**src/rtl/seq_bit_tx.sv**
```systemverilog
// -----------------------------------------------------------------------------
// seq_bit_tx
//
// Serial stimulus transmitter. A WIDTH-bit pattern is accepted over a
// valid/ready handshake and shifted out MSB-first on `x`, one bit per cycle
// with bit_en=1. It feeds the `x` input of the serial sequence-detector FSMs.
// After each word, GAP_CYCLES enabled cycles of idle line are inserted before
// the next word can be accepted.
//
// Optional build macro: SEQ_BIT_TX_PARITY_EN
//   When defined, an even-parity trailer bit (XOR of the WIDTH captured bits)
//   follows the last data bit, so a word occupies WIDTH+1 bit periods.
//
// Parameters:
//   WIDTH       pattern length in bits (>= 2)
//   GAP_CYCLES  idle enabled-cycles after each word (0 allowed)
//
// Ports:
//   clk         system clock, rising edge
//   rst         asynchronous active-high reset
//   load_valid  source offers load_data
//   load_data   pattern to send, bit WIDTH-1 sent first
//   load_ready  transmitter can accept a word this cycle (combinational, IDLE)
//   bit_en      bit-rate strobe; the serial position advances only when high
//   x           serial data bit (registered)
//   x_valid     x carries a pattern/parity bit (registered)
//   done        one-cycle pulse when the last bit of a word has finished
// -----------------------------------------------------------------------------
module seq_bit_tx #(
  parameter int WIDTH      = 8,
  parameter int GAP_CYCLES = 1
) (
  input  logic             clk,
  input  logic             rst,
  input  logic             load_valid,
  input  logic [WIDTH-1:0] load_data,
  output logic             load_ready,
  input  logic             bit_en,
  output logic             x,
  output logic             x_valid,
  output logic             done
);

  localparam int CW = $clog2(WIDTH);
  localparam int GW = (GAP_CYCLES > 1) ? $clog2(GAP_CYCLES) : 1;

  localparam logic [CW-1:0] CNT_LAST = CW'(WIDTH - 1);
  localparam logic [GW-1:0] GAP_LAST = GW'((GAP_CYCLES > 0) ? GAP_CYCLES - 1 : 0);

  typedef enum logic [1:0] {
    S_IDLE = 2'd0,
    S_SEND = 2'd1,
    S_GAP  = 2'd2
`ifdef SEQ_BIT_TX_PARITY_EN
    ,
    S_PAR  = 2'd3
`endif
  } state_t;

  state_t           state_q, state_d;
  logic [WIDTH-1:0] shreg_q, shreg_d;
  logic [CW-1:0]    cnt_q,   cnt_d;
  logic [GW-1:0]    gap_q,   gap_d;
  logic             x_q,     x_d;
  logic             x_valid_q, x_valid_d;
  logic             done_q,  done_d;
  logic             word_end;

  always_ff @(posedge clk or posedge rst) begin
    if (rst) begin
      state_q   <= S_IDLE;
      shreg_q   <= '0;
      cnt_q     <= '0;
      gap_q     <= '0;
      x_q       <= 1'b0;
      x_valid_q <= 1'b0;
      done_q    <= 1'b0;
    end else begin
      state_q   <= state_d;
      shreg_q   <= shreg_d;
      cnt_q     <= cnt_d;
      gap_q     <= gap_d;
      x_q       <= x_d;
      x_valid_q <= x_valid_d;
      done_q    <= done_d;
    end
  end

  always_comb begin
    state_d   = state_q;
    shreg_d   = shreg_q;
    cnt_d     = cnt_q;
    gap_d     = gap_q;
    x_d       = x_q;
    x_valid_d = x_valid_q;
    done_d    = 1'b0;
    word_end  = 1'b0;

    case (state_q)
      S_IDLE: begin
        // Acceptance ignores bit_en: the first bit is on the line one cycle
        // after the handshake, then waits for a strobe like every other bit.
        if (load_valid) begin
          shreg_d   = load_data;
          x_d       = load_data[WIDTH-1];
          x_valid_d = 1'b1;
          cnt_d     = '0;
          state_d   = S_SEND;
        end
      end

      S_SEND: begin
        if (bit_en) begin
          if (cnt_q != CNT_LAST) begin
            // Rotate rather than zero-fill: after WIDTH-1 steps the register
            // still holds every captured bit, so its XOR is the word parity.
            shreg_d = {shreg_q[WIDTH-2:0], shreg_q[WIDTH-1]};
            x_d     = shreg_q[WIDTH-2];
            cnt_d   = cnt_q + 1'b1;
          end else begin
`ifdef SEQ_BIT_TX_PARITY_EN
            x_d     = ^shreg_q;
            state_d = S_PAR;
`else
            word_end = 1'b1;
`endif
          end
        end
      end

`ifdef SEQ_BIT_TX_PARITY_EN
      S_PAR: begin
        if (bit_en) begin
          word_end = 1'b1;
        end
      end
`endif

      S_GAP: begin
        if (bit_en) begin
          if (gap_q == GAP_LAST) begin
            gap_d   = '0;
            state_d = S_IDLE;
          end else begin
            gap_d = gap_q + 1'b1;
          end
        end
      end

      default: begin
        state_d = S_IDLE;
      end
    endcase

    // Shared word-completion step: drop the line, pulse done, and skip the
    // gap entirely when none is configured.
    if (word_end) begin
      x_d       = 1'b0;
      x_valid_d = 1'b0;
      done_d    = 1'b1;
      gap_d     = '0;
      state_d   = (GAP_CYCLES > 0) ? S_GAP : S_IDLE;
    end
  end

  assign load_ready = (state_q == S_IDLE);
  assign x          = x_q;
  assign x_valid    = x_valid_q;
  assign done       = done_q;

endmodule

```
**config.mk**
```make
export PLATFORM = sky130hd
export DESIGN_NAME = seq_bit_tx
export DESIGN_NICKNAME = d
export VERILOG_FILES = /design/src/rtl/seq_bit_tx.sv
export SDC_FILE = /design/constraint.sdc
export NUM_CORES = 1
export LEC_CHECK = 0
export ABC_AREA = 1
export BUFFER_PORTS_ARGS = -buffer_cell sky130_fd_sc_hd__buf_2
export CAP_MARGIN = 20
export CORE_AREA = 5 5 47 49
export DETAILED_ROUTE_END_ITERATION = 16
export DIE_AREA = 0 0 52 54
export PLACE_DENSITY = 0.7
export SLEW_MARGIN = 10
export SYNTH_ARGS = -nofsm -noshare
export SYNTH_HDL_FRONTEND = slang
export SYNTH_SLANG_ARGS = --single-unit
```
**constraint.sdc**
```tcl
create_clock -name clk -period 1.7 [get_ports clk]
set_input_delay 0 -clock clk [delete_from_list [all_inputs] [get_ports clk]]
set_output_delay 0 -clock clk [all_outputs]
set_load 0.02 [all_outputs]
```
==> results summary <==
The run finished with clean final reports. The residual antenna-violating net count after detailed routing is 0. The total of buffers placed on input and output ports came out at 15. The count of synthesis-stage warnings from yosys is 0.

From left edge to right edge, the die measures 52 um. The share of power burned in combinational logic came out at 0.410. The most common cell in the synthesized netlist is sky130_fd_sc_hd__nand2_1. The via count is 672.

The core region area is 1820 um2. The aggregate global-route resource usage is 0.135. Across all hold checks on the routed design, the worst slack comes to 19.0 ps. Setup violations remaining at the end of the flow were counted as 0. The I/O pin count is 16.

The clock tree root buffer cell is sky130_fd_sc_hd__clkbuf_4. The standby leakage power is 0.545 nW. The setup slack of the most critical reg-to-reg path is 270 ps. In this run the worst hold path is classified as input port to flop. The first-pass GRT wire length came out at 2810 um.

Setup total negative slack on the finished layout was measured at 0 ps. In the final layout, the share of cells above drive strength 1 is 0.233. The internal power of the cells totals 0.000808 W. The register clock-pin slew on the reported worst setup and hold paths is 90 ps.

Setup repair after global routing left no endpoint under its margin. The number of cells on the worst reg-to-reg path is 6. After synthesis, the most frequently instantiated cells are sky130_fd_sc_hd__nand2_1 (45), sky130_fd_sc_hd__dfrtp_1 (16), sky130_fd_sc_hd__nand3_1 (16), sky130_fd_sc_hd__inv_1 (4), sky130_fd_sc_hd__nand2_2 (3). The number of distinct library cells after synthesis is 18. The data arrival time at the worst-slack endpoint came out at 1610 ps.

STA classifies the critical path endpoint as a flop. Static timing analysis puts the maximum clock frequency at 697 MHz. The post-route DRC violation count came out at 0.

VDD sags by at most 0.642 mV. The number of global-route vias before repair came out at 638. The number of flops mapped to enable cells by yosys came out at 0. The full die area is 2810 um2. The layout overhead on the synthesized area came out at 16.1%.

0 antenna diodes ended up in the layout. The highest cell delay on the worst timing path came out at 410 ps. The switching fraction of total power is 0.389.

TritonCTS created 3 clock buffers. The number of max-slew violations in the final report came out at 0. The synthesized area per cell is 8.00 um2.

The number of DRC violations after detailed-routing iteration 0 came out at 7. The final setup skew came out at 1.40 ps. The post-layout utilization of the core came out at 0.520. The worst slew margin relative to its limit came out at 0.594. The startpoint-to-endpoint class of the critical path is flop to flop.

In this run the worst path has a maximum fanout of 11. The share of synthesized area in the top cell type comes to 0.491. Power spread over the standard cell area amounts to 1400 nW/um2. The post-synthesis net count is 116.

Setup slack on the critical path of the routed design comes to 266 ps. The switching power came out at 0.000515 W. The clock passes through at most 2 buffers. CTS built an H-tree with a depth of 1. The cell row count is 16. The clock network power share is 0.144.

Walking the worst path, the cells encountered are ha_1 > ha_1 > o21ai_2 > nand2_2 > nand2_1 > nand2_1. The chip height came out at 54 um. The overall routed net length is 1580 um. In this run the critical register-to-register path is captured at shreg_q[7]$_DFFE_PP0P_. The placed wire-length estimate is 1140 um. The worst setup path is launched from a flop.

The post-layout net count came out at 136. The clock sink count came out at 16. The pin slew with the least headroom to its limit came out at 608 ps. The average routed wire per standard cell is 10.7 um.

The slowest stage of the critical path belongs to the cell sky130_fd_sc_hd__dfrtp_1. Along the worst hold path, the cell count comes to 3. The cell area after synthesis came out at 816 um2. By area the synthesized netlist is led by sky130_fd_sc_hd__dfrtp_1 (49%), sky130_fd_sc_hd__nand2_1 (21%), sky130_fd_sc_hd__nand3_1 (9.8%).

The initial antenna violation count came out at 0. The fraction of synthesis flops using an asynchronous set or reset pin is 1.00. The startpoint of the tightest hold check path is load_valid.

The share of synthesized area occupied by flip-flops and latches came out at 0.491. The endpoint of the worst hold path is x_valid$_DFFE_PP0P_. TritonCTS built the clock tree. The post-synthesis cell count came out at 102. The detailed-routing iteration count for the pre-antenna-repair pass is 4. The clock insertion delay at the later pin of the skew report came out at 270 ps. The worst flop-to-flop path startpoint is cnt_q[0]$_DFFE_PP0P_. Entering global routing, the biggest net connects 17 pins. The total count of hold-check failures in the final report was 0. Using the TritonRoute via totals, the vias-per-cell ratio works out to 4.57. The flip-flop and latch count after synthesis is 16.

At the worst endpoint, the required time is 1870 ps. The sequential share of power is 0.446. The remaining global-route overflow is 0. Of the available clock period, the critical path in the final layout requires 0.844.

The largest total area in the synthesized netlist belongs to sky130_fd_sc_hd__dfrtp_1. The number of max-cap violations came out at 0. The last weighted congestion value of the routability-driven placer came out at 0.787. The most instantiated flip-flop cell in the synthesis netlist is sky130_fd_sc_hd__dfrtp_1.

The shortest period the worst path allows came out at 1430 ps. The initial core utilization is 0.448. The pre-CTS setup slack is 274 ps.
## stage by stage
step,instance area [um2],total power [W],cells
4_1_cts,947,0.00134,147
3_5_place_dp,915,0.00114,143
3_3_place_gp,915,0.00113,143
2_1_floorplan,816,0.00102,102
6_report,947,0.00132,147
5_1_grt,947,0.00146,147
## area by class of cell
cell class / count / area (um2)
Inverter: 5 / 18.8
Fill cell: 186 / 875
Sequential cell: 16 / 400
Multi-Input combinational cell: 77 / 364
Timing Repair Buffer: 19 / 108
Tap cell: 27 / 33.8
Clock buffer: 3 / 22.5
## what timing repair did
item | in CTS | in global routing
buffers inserted | 0 | 0
endpoints found under the setup margin | 0 | 0
hold buffers | 1 | 0
endpoints found under the hold margin | 16 | 0
gates resized for setup | 0 | 0
## routing by layer
layer,part of all wire,vias to the layer above,global-route usage
met3,0.025,2,0.0249
met1,0.49,304,0.170
li1,-,359,-
met5,0,-,0
met4,0.011,0,0.0655
met2,0.48,7,0.222
## worst max-delay path by stage
| stage | start | to | slack (ps) | depth (start not counted) |
|---|---|---|---|---|
| after global routing | cnt_q[0]$_DFFE_PP0P_ | x$_DFFE_PP0P_ | 130 | 6 |
| after global placement | cnt_q[0]$_DFFE_PP0P_ | x$_DFFE_PP0P_ | 330 | 6 |
| final | cnt_q[0]$_DFFE_PP0P_ | shreg_q[7]$_DFFE_PP0P_ | 270 | 6 |
| after floorplan | cnt_q[0]$_DFFE_PP0P_ | shreg_q[7]$_DFFE_PP0P_ | 190 | 7 |
| after detailed placement | cnt_q[0]$_DFFE_PP0P_ | shreg_q[4]$_DFFE_PP0P_ | 270 | 6 |
| after CTS | cnt_q[0]$_DFFE_PP0P_ | shreg_q[4]$_DFFE_PP0P_ | 260 | 6 |
## power by group through the flow
stage / clock network (W) / registers, W / logic [W]
2_1_floorplan: 0 / 0.000611 / 0.000412
3_3_place_gp: 0 / 0.000593 / 0.000538
3_5_place_dp: 0 / 0.000597 / 0.000546
4_1_cts: 0.000196 / 0.000590 / 0.000551
5_1_grt: 0.000211 / 0.000607 / 0.000645
6_report: 0.000190 / 0.000591 / 0.000542
## cells by family after synthesis
| kind of cell | count (synthesis) | share of synthesized area |
|---|---|---|
| fa+ha+maj | 2 | 0.0307 |
| flops | 16 | 0.491 |
| buf+inv | 9 | 0.0629 |
| compound gates | 4 | 0.0322 |
| simple gates | 71 | 0.383 |
## state kept, by name, indices dropped and copies added (netlist names)
register,flops
shreg_q,8
cnt_q,3
state_q,2
done,1
x,1
x_valid,1
## cell usage in the layout (no fill, tap or decap)
master and instances:
sky130_fd_sc_hd__o21ai_0 1, sky130_fd_sc_hd__nand2_2 3, sky130_fd_sc_hd__nand2_4 1, sky130_fd_sc_hd__o21bai_1 1, sky130_fd_sc_hd__o21ai_2 1, sky130_fd_sc_hd__dfrtp_1 16, sky130_fd_sc_hd__buf_2 15, sky130_fd_sc_hd__inv_2 1
sky130_fd_sc_hd__buf_4 3, sky130_fd_sc_hd__or2_1 1, sky130_fd_sc_hd__inv_1 4, sky130_fd_sc_hd__nor3_1 2, sky130_fd_sc_hd__a21oi_1 1, sky130_fd_sc_hd__clkbuf_4 3, sky130_fd_sc_hd__ha_1 2, sky130_fd_sc_hd__nor2_1 2
sky130_fd_sc_hd__nand2_1 45, sky130_fd_sc_hd__nand3_1 16, sky130_fd_sc_hd__nor3_2 1, sky130_fd_sc_hd__dlygate4sd3_1 1
## worst max-delay path: cells and delay by family (launching register included)
| kind | cells | cell delay [ps] |
|---|---|---|
| fa+ha+maj | 2 | 430 |
| flops | 1 | 410 |
| compound gates | 1 | 180 |
| simple gates | 3 | 320 |
Power figures use the tool's default switching activity.
